**src/rtl/sat_pkg.sv**
```systemverilog
// Shared types and sizing for the clause loader.
// Encoded literal is {var-1, neg}.
package sat_pkg;

    localparam int MAX_VARS       = 256;
    localparam int MAX_CLAUSES    = 256;
    localparam int MAX_LITS       = 2048;
    localparam int MAX_CLAUSE_LEN = 16;

    localparam int VAR_W = $clog2(MAX_VARS);
    localparam int LA_W  = $clog2(MAX_LITS);
    localparam int CA_W  = $clog2(MAX_CLAUSES);
    localparam int LEN_W = $clog2(MAX_CLAUSE_LEN + 1);
    localparam int NC_W  = $clog2(MAX_CLAUSES + 1);
    localparam int NL_W  = $clog2(MAX_LITS + 1);
    localparam int MV_W  = $clog2(MAX_VARS + 1);

    typedef struct packed {
        logic [VAR_W-1:0] vidx;
        logic             neg;
    } lit_enc_t;

    typedef enum logic [2:0] {
        ERR_NONE    = 3'd0,
        ERR_ZERO    = 3'd1,
        ERR_RANGE   = 3'd2,
        ERR_LIT_OVF = 3'd3,
        ERR_LEN_OVF = 3'd4,
        ERR_CLS_OVF = 3'd5,
        ERR_UNTERM  = 3'd6
    } err_e;

    typedef enum logic [1:0] {
        S_LOAD   = 2'd0,
        S_FROZEN = 2'd1,
        S_ERROR  = 2'd2
    } state_e;

    function automatic lit_enc_t enc_lit(input int lit);
        logic [31:0] mag;
        lit_enc_t    e;
        mag    = (lit < 0) ? 32'(-lit) : 32'(lit);
        mag    = mag - 32'd1;
        e.vidx = mag[VAR_W-1:0];
        e.neg  = (lit < 0);
        return e;
    endfunction

endpackage

```
**src/rtl/lit_check.sv**
```systemverilog
// Combinational validation of one incoming literal.
// Reports the highest-priority error and |lit|.
module lit_check
    import sat_pkg::*;
(
    input  logic [31:0]     i_literal,
    input  logic [NL_W-1:0] i_num_lits,
    input  logic [NC_W-1:0] i_num_clauses,
    input  logic [LEN_W-1:0] i_open_len,
    input  logic            i_clause_end,
    output err_e            o_err,
    output logic [MV_W-1:0] o_abs
);

    logic [31:0] w_mag;

    // -2^31 negates to itself and so still fails the range check
    assign w_mag = i_literal[31] ? (~i_literal + 32'd1) : i_literal;
    assign o_abs = w_mag[MV_W-1:0];

    // Error priority: value problems first, then capacity problems
    always_comb begin
        o_err = ERR_NONE;
        if (i_literal == 32'd0)
            o_err = ERR_ZERO;
        else if (w_mag > 32'(MAX_VARS))
            o_err = ERR_RANGE;
        else if (i_num_lits == NL_W'(MAX_LITS))
            o_err = ERR_LIT_OVF;
        else if (i_open_len == LEN_W'(MAX_CLAUSE_LEN))
            o_err = ERR_LEN_OVF;
        else if (i_clause_end && i_num_clauses == NC_W'(MAX_CLAUSES))
            o_err = ERR_CLS_OVF;
    end

endmodule

```
**src/rtl/clause_load_rx.sv**
```systemverilog
// Receiver for the host literal-load stream: encodes literals,
// writes literal memory and clause table, freezes on start_solve.
module clause_load_rx
    import sat_pkg::*;
(
    input  logic               clk,
    input  logic               rst,
    input  logic               load_clear,
    input  logic               load_valid,
    input  logic [31:0]        load_literal,
    input  logic               load_clause_end,
    output logic               load_ready,
    input  logic               start_solve,
    output logic               lit_we,
    output logic [LA_W-1:0]    lit_waddr,
    output logic [VAR_W:0]     lit_wdata,
    output logic               cls_we,
    output logic [CA_W-1:0]    cls_waddr,
    output logic [LA_W-1:0]    cls_start,
    output logic [LEN_W-1:0]   cls_len,
    output logic [NC_W-1:0]    num_clauses,
    output logic [NL_W-1:0]    num_lits,
    output logic [MV_W-1:0]    max_var,
    output logic               load_done,
    output logic               load_error,
    output logic [2:0]         err_code
);

    state_e            r_state;
    state_e            w_next;
    err_e              w_chk_err;
    err_e              w_err;
    logic [MV_W-1:0]   w_abs;
    logic              w_acc;
    logic              w_acc_ok;
    logic [LEN_W-1:0]  w_len_nxt;

    logic              r_ready;
    logic              r_lit_we;
    logic [LA_W-1:0]   r_lit_waddr;
    lit_enc_t          r_lit_wdata;
    logic              r_cls_we;
    logic [CA_W-1:0]   r_cls_waddr;
    logic [LA_W-1:0]   r_cls_start;
    logic [LEN_W-1:0]  r_cls_len;
    logic [NC_W-1:0]   r_num_clauses;
    logic [NL_W-1:0]   r_num_lits;
    logic [MV_W-1:0]   r_max_var;
    logic              r_done;
    logic              r_error;
    logic [2:0]        r_err_code;
    logic [LEN_W-1:0]  r_open_len;
    logic [LA_W-1:0]   r_open_start;

    lit_check u_chk (
        .i_literal     (load_literal),
        .i_num_lits    (r_num_lits),
        .i_num_clauses (r_num_clauses),
        .i_open_len    (r_open_len),
        .i_clause_end  (load_clause_end),
        .o_err         (w_chk_err),
        .o_abs         (w_abs)
    );

    assign w_acc    = load_valid && r_ready && (r_state == S_LOAD) && !load_clear;
    assign w_acc_ok = w_acc && (w_chk_err == ERR_NONE);

    // Open-clause length after this cycle's literal, used by start_solve
    assign w_len_nxt = !w_acc_ok       ? r_open_len :
                       load_clause_end ? '0 :
                                         r_open_len + LEN_W'(1);

    // Next state and error selection; load_clear overrides everything
    always_comb begin
        w_next = r_state;
        w_err  = ERR_NONE;
        case (r_state)
            S_LOAD: begin
                if (w_acc && w_chk_err != ERR_NONE)
                    w_err = w_chk_err;
                else if (start_solve && w_len_nxt != '0)
                    w_err = ERR_UNTERM;
                else if (start_solve)
                    w_next = S_FROZEN;
                if (w_err != ERR_NONE)
                    w_next = S_ERROR;
            end
            default: ;
        endcase
        if (load_clear) begin
            w_next = S_LOAD;
            w_err  = ERR_NONE;
        end
    end

    // State register
    always_ff @(posedge clk or posedge rst) begin
        if (rst) r_state <= S_LOAD;
        else     r_state <= w_next;
    end

    // Datapath: writes, counters and status flags
    always_ff @(posedge clk or posedge rst) begin
        if (rst) begin
            r_ready       <= 1'b1;
            r_lit_we      <= 1'b0;
            r_lit_waddr   <= '0;
            r_lit_wdata   <= '0;
            r_cls_we      <= 1'b0;
            r_cls_waddr   <= '0;
            r_cls_start   <= '0;
            r_cls_len     <= '0;
            r_num_clauses <= '0;
            r_num_lits    <= '0;
            r_max_var     <= '0;
            r_done        <= 1'b0;
            r_error       <= 1'b0;
            r_err_code    <= '0;
            r_open_len    <= '0;
            r_open_start  <= '0;
        end else begin
            r_lit_we <= 1'b0;
            r_cls_we <= 1'b0;
            r_ready  <= (w_next == S_LOAD);
            r_done   <= (w_next == S_FROZEN);
            if (load_clear) begin
                r_num_clauses <= '0;
                r_num_lits    <= '0;
                r_max_var     <= '0;
                r_error       <= 1'b0;
                r_err_code    <= '0;
                r_open_len    <= '0;
                r_open_start  <= '0;
            end else begin
                if (w_err != ERR_NONE) begin
                    r_error    <= 1'b1;
                    r_err_code <= w_err;
                end
                if (w_acc_ok) begin
                    r_lit_we    <= 1'b1;
                    r_lit_waddr <= r_num_lits[LA_W-1:0];
                    r_lit_wdata <= enc_lit(int'(load_literal));
                    r_num_lits  <= r_num_lits + NL_W'(1);
                    r_open_len  <= w_len_nxt;
                    if (w_abs > r_max_var)
                        r_max_var <= w_abs;
                    if (r_open_len == '0)
                        r_open_start <= r_num_lits[LA_W-1:0];
                    if (load_clause_end) begin
                        r_cls_we      <= 1'b1;
                        r_cls_waddr   <= r_num_clauses[CA_W-1:0];
                        r_cls_start   <= (r_open_len == '0) ?
                                         r_num_lits[LA_W-1:0] :
                                         r_open_start;
                        r_cls_len     <= r_open_len + LEN_W'(1);
                        r_num_clauses <= r_num_clauses + NC_W'(1);
                    end
                end
            end
        end
    end

    assign load_ready  = r_ready;
    assign lit_we      = r_lit_we;
    assign lit_waddr   = r_lit_waddr;
    assign lit_wdata   = r_lit_wdata;
    assign cls_we      = r_cls_we;
    assign cls_waddr   = r_cls_waddr;
    assign cls_start   = r_cls_start;
    assign cls_len     = r_cls_len;
    assign num_clauses = r_num_clauses;
    assign num_lits    = r_num_lits;
    assign max_var     = r_max_var;
    assign load_done   = r_done;
    assign load_error  = r_error;
    assign err_code    = r_err_code;

endmodule

```
**config.mk**
```make
export PLATFORM = sky130hd
export DESIGN_NAME = clause_load_rx
export DESIGN_NICKNAME = d
export VERILOG_FILES = /design/src/rtl/sat_pkg.sv /design/src/rtl/lit_check.sv /design/src/rtl/clause_load_rx.sv
export SDC_FILE = /design/constraint.sdc
export NUM_CORES = 1
export LEC_CHECK = 0
export ABC_AREA = 1
export ABC_CLOCK_PERIOD_IN_PS = 10400
export CORE_ASPECT_RATIO = 1.4
export CORE_UTILIZATION = 40
export CTS_CLUSTER_SIZE = 30
export DETAILED_ROUTE_END_ITERATION = 8
export GPL_TIMING_DRIVEN = 0
export PLACE_DENSITY = 0.64
export SETUP_SLACK_MARGIN = 0.02
export SYNTH_ARGS = -nofsm -noshare
export SYNTH_HDL_FRONTEND = slang
export SYNTH_SLANG_ARGS = --single-unit
```
**constraint.sdc**
```tcl
create_clock -name clk -period 10.4 [get_ports clk]
set_input_delay 2.08 -clock clk [delete_from_list [all_inputs] [get_ports clk]]
set_output_delay 2.08 -clock clk [all_outputs]
set_load 0.005 [all_outputs]
```
Word-level counts from Yosys, hierarchy flattened
Cells that the tools add are included.
- add/subtract/negate cells: 6
- order comparisons: 3
- equality and inequality tests: 4
- multiplexer cells: 42
- bitwise logic cells: 2
- reductions and logical operators: 25
- operator list (cell ; number):
    2-to-1 mux 9 bit ; 6
    2-to-1 mux 3 bit ; 12
    2-to-1 mux 11 bit ; 3
    adder 32 x 1 -> 32 bit (second input constant) ; 1
    greater-than comparator 32 x 9 -> 1 bit (second input constant) ; 1
    zero test 32 bit ; 1
    less-than comparator 32 x 1 -> 1 bit (second input constant) ; 1
    2-to-1 mux 32 bit ; 1
    NOT 32 bit ; 1
    2-to-1 mux 12 bit ; 2
    2-to-1 mux 5 bit ; 4
    adder 12 x 1 -> 12 bit (second input constant) ; 1
    equality test 12 bit (second input constant) ; 1
    2-to-1 mux 2 bit ; 6
    adder 9 x 1 -> 9 bit (second input constant) ; 1
    equality test 9 bit (second input constant) ; 1
    greater-than comparator 9 bit ; 1
    nonzero test 3 bit ; 3
    2-to-1 mux 8 bit ; 1
    negation 8 bit ; 1
    nonzero test 2 bit ; 4
    subtractor 8 x 1 -> 8 bit (second input constant) ; 1
    logical AND 1 bit ; 7
    2-to-1 mux 1 bit ; 7
    other kinds (11) ; 14
- bits in registers: 100
- bits of input ports: 38
- output and inout bits: 82
- word-level logic and storage cells: 100

Longest topological paths before layout
Gate-level depths: netlist (run 1).
- depth after elaboration: 20
- depth in mapped cells: 28
- depth with buffers taken out: 28

By module
A second synthesis (run 1) with hierarchy kept.
- cells, all modules: 859
- area total of the unflattened synthesis: 6281.0 µm²
- modules (own cells, without submodules) (module ; instances ; cells each ; area an instance (µm²) ; sequential area each (µm²)):
    clause_load_rx ; 1 ; 555 ; 4868.4 ; 2503.7
    lit_check ; 1 ; 304 ; 1412.6 ; 0.0

Worst setup path before layout (run 1)
No wires, ideal clock.
- kind: input-to-reg
- from: input load_literal[0]
- to: register r_error, in the netlist load_error
- setup time: 132 ps
- data arrival time: 4397 ps
- data required time: 10268 ps
- setup slack: 5871 ps
- stages on the path: 25
- buffers on the path: 1
- path through: inv_2 ha_1 o21ai_1 nand2_1 inv_2 nand3_2 nor2_1 nand2_1 nand2_1 nand3_1 nor2_4 nand3_4 nor2_4 nand3_4 buf_6 nand2_1 nand2_1 nor2_1 nand2_1 nand2_2 nand2_1 nand2_1 nand3_1 nor2_1 nor2_1
- cells in the longest elaborated chain, start to end: 18
- elaborated cells between the ends (all ways): 21
- classes of those cells: 1 x add/sub; 1 x order compare; 9 x mux; 1 x bitwise; 9 x reduce/logical
- RTL lines (what ; RTL line ; text):
    start, declared ; clause_load_rx.sv:10 ; input logic [31:0] load_literal,
    NOT 32 bit ; lit_check.sv:18 ; assign w_mag = i_literal[31] ? (~i_literal + 32'd1) : i_literal;
    adder 32 x 1 -> 32 bit ; lit_check.sv:18 ;
    2-to-1 mux 32 bit ; lit_check.sv:18 ;
    greater-than comparator 32 x 9 -> 1 bit ; lit_check.sv:26 ; else if (w_mag > 32'(MAX_VARS))
    2-to-1 mux 3 bit ; lit_check.sv:26 ;
    2-to-1 mux 3 bit (*) ; lit_check.sv:24 ; if (i_literal == 32'd0)
    zero test 3 bit ; clause_load_rx.sv:66 ; assign w_acc_ok = w_acc && (w_chk_err == ERR_NONE);
    logical AND 1 bit ; clause_load_rx.sv:66 ;
    2-to-1 mux 5 bit ; clause_load_rx.sv:69 ; assign w_len_nxt = !w_acc_ok ? r_open_len :
    nonzero test 5 bit ; clause_load_rx.sv:81 ; else if (start_solve && w_len_nxt != '0)
    logical AND 1 bit ; clause_load_rx.sv:81 ;
    2-to-1 mux 3 bit ; clause_load_rx.sv:81 ;
    2-to-1 mux 3 bit (*) ; clause_load_rx.sv:79 ; if (w_acc && w_chk_err != ERR_NONE)
    2-to-1 mux 3 bit (*) (2 in series) ; clause_load_rx.sv:77 ; case (r_state)
    2-to-1 mux 3 bit (*) ; clause_load_rx.sv:90 ; if (load_clear) begin
    nonzero test 3 bit (*) ; clause_load_rx.sv:135 ; if (w_err != ERR_NONE) begin
    nonzero test 2 bit (no source line) (*) ; - ;
    end signal, assigned ; clause_load_rx.sv:117 ; r_error <= 1'b0;
    end signal, assigned ; clause_load_rx.sv:130 ; r_error <= 1'b0;
    end signal, assigned ; clause_load_rx.sv:136 ; r_error <= 1'b1;
    end, declared ; clause_load_rx.sv:50 ; logic r_error;
Every way passes the cells marked *; elsewhere a longest branch is shown, timed or not. The select of a mux whose other input is x is not followed.
A chain may end at the register's enable or synchronous reset.

Worst setup path after layout (run 1)
- from: input load_literal[0]
- to: register r_max_var[5], in the netlist max_var[5]
- cells in the longest elaborated chain, start to end: 10
- elaborated cells between the ends (all ways): 16
- classes of those cells: 1 x add/sub; 2 x order compare; 6 x mux; 1 x bitwise; 6 x reduce/logical
- RTL lines (what ; RTL line ; text):
    NOT 32 bit ; lit_check.sv:18 ;
    adder 32 x 1 -> 32 bit ; lit_check.sv:18 ;
    2-to-1 mux 32 bit ; lit_check.sv:18 ;
    greater-than comparator 32 x 9 -> 1 bit ; lit_check.sv:26 ;
    2-to-1 mux 3 bit ; lit_check.sv:26 ;
    2-to-1 mux 3 bit ; lit_check.sv:24 ;
    zero test 3 bit ; clause_load_rx.sv:66 ;
    logical AND 1 bit ; clause_load_rx.sv:66 ;
    nonzero test 2 bit (no source line) ; - ;
    AND reduction 2 bit (no source line) ; - ;
    end signal, assigned ; clause_load_rx.sv:146 ; r_max_var <= w_abs;
    end, declared ; clause_load_rx.sv:48 ; logic [MV_W-1:0] r_max_var;
Parallel ways exist; a longest one is shown, timed or not. The select of a mux whose other input is x is not followed.

==> results.txt, run 1 <==
After synthesis, the most frequently instantiated cells are nand2_1 (239), dfrtp_1 (99), inv_1 (96). Data arrives at the worst endpoint at 5.65 ns. Synthesis produced a netlist whose cell count is 829.

By instance count, the cell type seen most on the critical path is nand2_1. The largest delay contributor family on the critical path is simple AND/OR/NAND/NOR gates. The transition time of the tightest slew-check pin is 0.996 ns. The chip height is 147 um, and the count of hold-fix buffers inserted at cts is 0.

The cell area that synthesis handed to floorplanning was 6010 um2. At the placement stage, the worst setup path has a slack of 4.62 ns. The min-delay analysis places its worst path in the category register to register. After filler insertion, the fill cell instance count of the layout stands at 1492. The leading register cell type out of synthesis is dfrtp_1. Following the worst setup path forward leads to its endpoint at max_var[5].

Number of endpoints with negative hold slack in the final report: 0. The detail route stage leaves a number of antenna-violating nets equal to 0. Walking the worst path, the cells encountered are clkdlybuf4s50_1 > inv_2 > ha_1 > o21ai_1 > nand2_1 > inv_2 > nand3_2 > nor2_1 > nand2_1 > nand2_1 > nand3_1 > nor2_4 > nand3_4 > nor2_4 > nand3_4 > inv_2 > o311ai_1 > nand2_1 > buf_2 > nand3_1 > o21ai_0.

The number of gates resized after CTS was 0. For this block, the routed nets add up to 16700 um of wire. The number of post-CTS setup repair buffers was 0; the clock-pin slew reported for the worst setup and hold paths after clock tree synthesis was 0.07 ns. In the post-synthesis netlist, the biggest area contributors are dfrtp_1 (41%), nand2_1 (15%), o21ai_0 (6.7%). After floorplanning, the core was divided into 52 placement rows. After legalization and detailed placement, the total HPWL measured 13000 um. The first detailed-routing pass ran for 5 iterations. The congestion estimate from routability-driven global placement came to 0.890. The layout-stage area growth over the synthesis result works out to 28.8%. The setup TNS is 0 ns. The total power divided by cell area works out to 105 nW/um2. The final setup skew is 0.0122 ns, and the peak clock frequency supported by timing is 0.186 GHz.

The total number of clock tree sinks came out at 100. Setup violations remaining at the end of the flow were counted as 0. The maximum number of pins on one net before global-route repair was 64.

Area fraction of the dominant cell type after synthesis: 41.2%. Of the cells placed in the final design, the portion with a size suffix greater than 1 is 6.42%. Summing the sequential cell areas from Yosys gives 41.6% of the chip area. The run gives 10.66 ns as the required time at the endpoint of the critical path.

Startpoint of the worst setup timing path: load_literal[0]. Setup slack on the worst reg-to-reg path comes out at 7.42 ns. The tree is rooted in a clkbuf_16.

The critical path is of the primary input to register type. The endpoint of the most critical register-to-register path was load_done. The register bit total from synthesis came out at 100.

120 I/O pins were placed. The worst register-to-register path begins at num_clauses[0]. The iteration-0 DRC count of the detailed router is 361. For the worst flop-to-flop path, the logic depth is 17.

Post-synthesis average cell area: 7.25 um2. Global routing used 22.4% of the available tracks. The proportion of register bits with asynchronous set or reset after synthesis works out to 100%. The worst-case IR drop observed on VDD is 0.0755 mV.

The maximum number of buffers from clock root to sink is 2. The placeable core region is 14600 um2, and the global-route wire length before repair is 27600 um. The number of flops mapped to enable cells by yosys is 0, and the final layout net count is 1015. From left edge to right edge, the die measures 106 um. The number of remaining DRC errors was 0. The tightest hold path in the finished design has a slack of 0.468 ns.

Dividing the final minimum period by the clock period gives 51.8%. For the number of global-route vias before repair, the log shows 5579. The logs give 1138 for the total instance count after detailed placement and 9 for the TritonCTS buffer count.

Total inserted antenna cells: 0. The element type at the critical path start was a primary input. The multi-input combinational cells in the finished layout cover a total of 3020 um2. In this run the tool buffered the top-level ports with 119 buffer cells. Count of final max-slew check failures: 0. Setup repair after global routing left no endpoint under its margin. The critical path contains buffers and inverters numbering 5 combined. When the netlist entered floorplanning its net count stood at 884. The relative slew slack was 32.6%; the critical path depth in cells was 21. The netlist uses 41 different library cells.

The run finished with clean final reports. Setup slack on the critical path of the routed design comes to 5.01 ns. In the final layout, flip-flops and latches occupy 2500 um2. TritonCTS built the clock tree. The effective utilization at floorplan is 41.3%, and the post-place instance area is 7470 um2.

Using the TritonRoute via totals, the vias-per-cell ratio works out to 5.04. The largest fanout of any net on the critical path is 10. The die covers 15500 um2. The later pin in the worst-skew pair is clocked with a latency of 0.35 ns.

The via total after detailed routing is 5818. The tools report the critical path endpoint category as a register. nand2_1 is the most common cell in the netlist. The count of placed standard cells in the final layout, fillers left out is 1154, and the overflow left after global routing is 0. The top cell type by total area after synthesis was dfrtp_1.

The number of antenna violations at the first check in global routing was 0; the delay of the slowest cell on the worst path was 0.58 ns. Dividing the detail-routed wire length by the instance count gives 14.5 um. The critical-path cell with the highest stage delay is clkdlybuf4s50_1. Summed over all cells, the static leakage comes to 3.56 nW. The post-layout instance area is 7750 um2. CTS built an H-tree with a depth of 3.

After layout, the minimum clock period comes to 5.39 ns. Max-cap violations in this run came to 0. Synthesis warning total: 0.
## power breakdown
| part | total, W | internal, W | switching, W |
|---|---|---|---|
| clock | 0.000317 | 0.000164 | 0.000153 |
| combinational | 0.0000990 | 0.0000391 | 0.0000598 |
| sequential | 0.000393 | 0.000392 | 0.00000152 |
| total | 0.000810 | 0.000595 | 0.000214 |
## state kept, by name (all words and copies together), names as in the netlist, 2 cells and up
register      cells
cls_start        11
num_lits         12
r_open_start     11
cls_len           5
err_code          3
r_state           2
num_clauses       9
lit_waddr        11
r_open_len        5
cls_waddr         8
lit_wdata         9
max_var           9
## cell usage in the layout (no fill, tap or decap), drive strengths merged
cell type      netlist  final
clkdlybuf4s50        0    119
ha                  17     17
o311ai               1      1
a21o                 1      1
a211oi               2      2
a21oi               17     17
buf                 11     12
o21ai               89     89
o31ai                1      1
dfstp                1      1
nand2              247    247
or4                  1      1
a31oi                2      2
nand3               66     66
xor2                11     11
dfrtp               99     99
o21bai               2      2
nor4                 8      8
nand4               16     16
o21a                 2      2
inv                102    104
nor2                86     86
nand3b              11     11
nor3                 7      7
xnor2                2      2
o211ai               1      1
a22o                 1      1
o22ai               11     11
clkinvlp             0      4
clkbuf              14     24
## worst reg2reg max path: stages, from the launching register on
cell and delay [ns]:
dfrtp_1 0.43, inv_1 0.12, ha_1 0.16, nand3_1 0.11
nor4_1 0.49, a22o_1 0.26, nand3_1 0.08, nand2_1 0.08
inv_1 0.07, nand3_4 0.09, inv_2 0.12, nand2_1 0.11
nand2_1 0.06, nor2_1 0.13, nand2_1 0.10, o31ai_1 0.31
nand2_1 0.11, nor2_1 0.11
## cells by family after synthesis
family / share of synthesized area (%)
XOR/XNOR: 1.89
buffers and inverters: 8.22
AO/OA/AOI/OAI: 11.7
flip-flops: 41.6
adder cells (fa/ha/maj): 3.54
AND/OR/NAND/NOR: 33.0
## worst min-delay path by stage
stage	startpoint	end	slack (ns)	depth (start not counted)
after detailed placement	cls_len[3]	cls_len[3]	0.46	2
after CTS	cls_len[3]	cls_len[3]	0.48	2
after global routing	cls_len[1]	cls_len[1]	0.49	2
final	cls_len[1]	cls_len[1]	0.47	2
after global placement	cls_len[1]	cls_len[1]	0.46	2
after floorplan	cls_len[1]	cls_len[1]	0.47	2
## cell type report
type,instances,area share (%)
clock buffers,10,2.96
plain buffers,25,1.44
clock inverters,6,0.614
flip-flops and latches,100,32.3
inverters,102,4.97
well taps,189,3.05
repair buffers,120,15.7
multi-input cells,602,38.9
## per-stage QoR
stage	utilization (%)	power, W
4_1_cts	53.2	0.000815
3_5_place_dp	51.3	0.000500
6_report	53.2	0.000810
2_1_floorplan	-	0.000459
5_1_grt	53.2	0.000842
3_3_place_gp	51.1	0.000498
## routing by layer
metal	part of all wire, %	global-route usage (%)	up-vias
met5	0	0	-
met3	4.5	3.37	18
met4	1.9	7.36	0
met1	42	27.4	2687
met2	51	40.1	155
li1	-	-	2958
(Power assumes the default switching activity.)
==> run 2, diff against run 1 <==
--- a/config.mk
+++ b/config.mk
@@ -6,7 +6,7 @@
 export NUM_CORES = 1
 export LEC_CHECK = 0
 export ABC_AREA = 1
-export ABC_CLOCK_PERIOD_IN_PS = 10400
+export ABC_CLOCK_PERIOD_IN_PS = 5400
 export CORE_ASPECT_RATIO = 1.4
 export CORE_UTILIZATION = 40
 export CTS_CLUSTER_SIZE = 30
==> constraint.sdc (replaced) <==
create_clock -name clk -period 5.4 [get_ports clk]
set_input_delay 1.08 -clock clk [delete_from_list [all_inputs] [get_ports clk]]
set_output_delay 1.08 -clock clk [all_outputs]
set_load 0.005 [all_outputs]
==> results of run 2 <==
The final DEF is identical to that of run 1. Status: finished, final reports clean.
Main changes from that run: setup slack after placement 4.62 ns -> 0.620 ns; setup slack after layout 5.01 ns -> 1.01 ns; register-to-register setup slack 7.42 ns -> 2.42 ns; total power 0.000810 W -> 0.00156 W; worst IR drop on VDD 0.0755 mV -> 0.145 mV
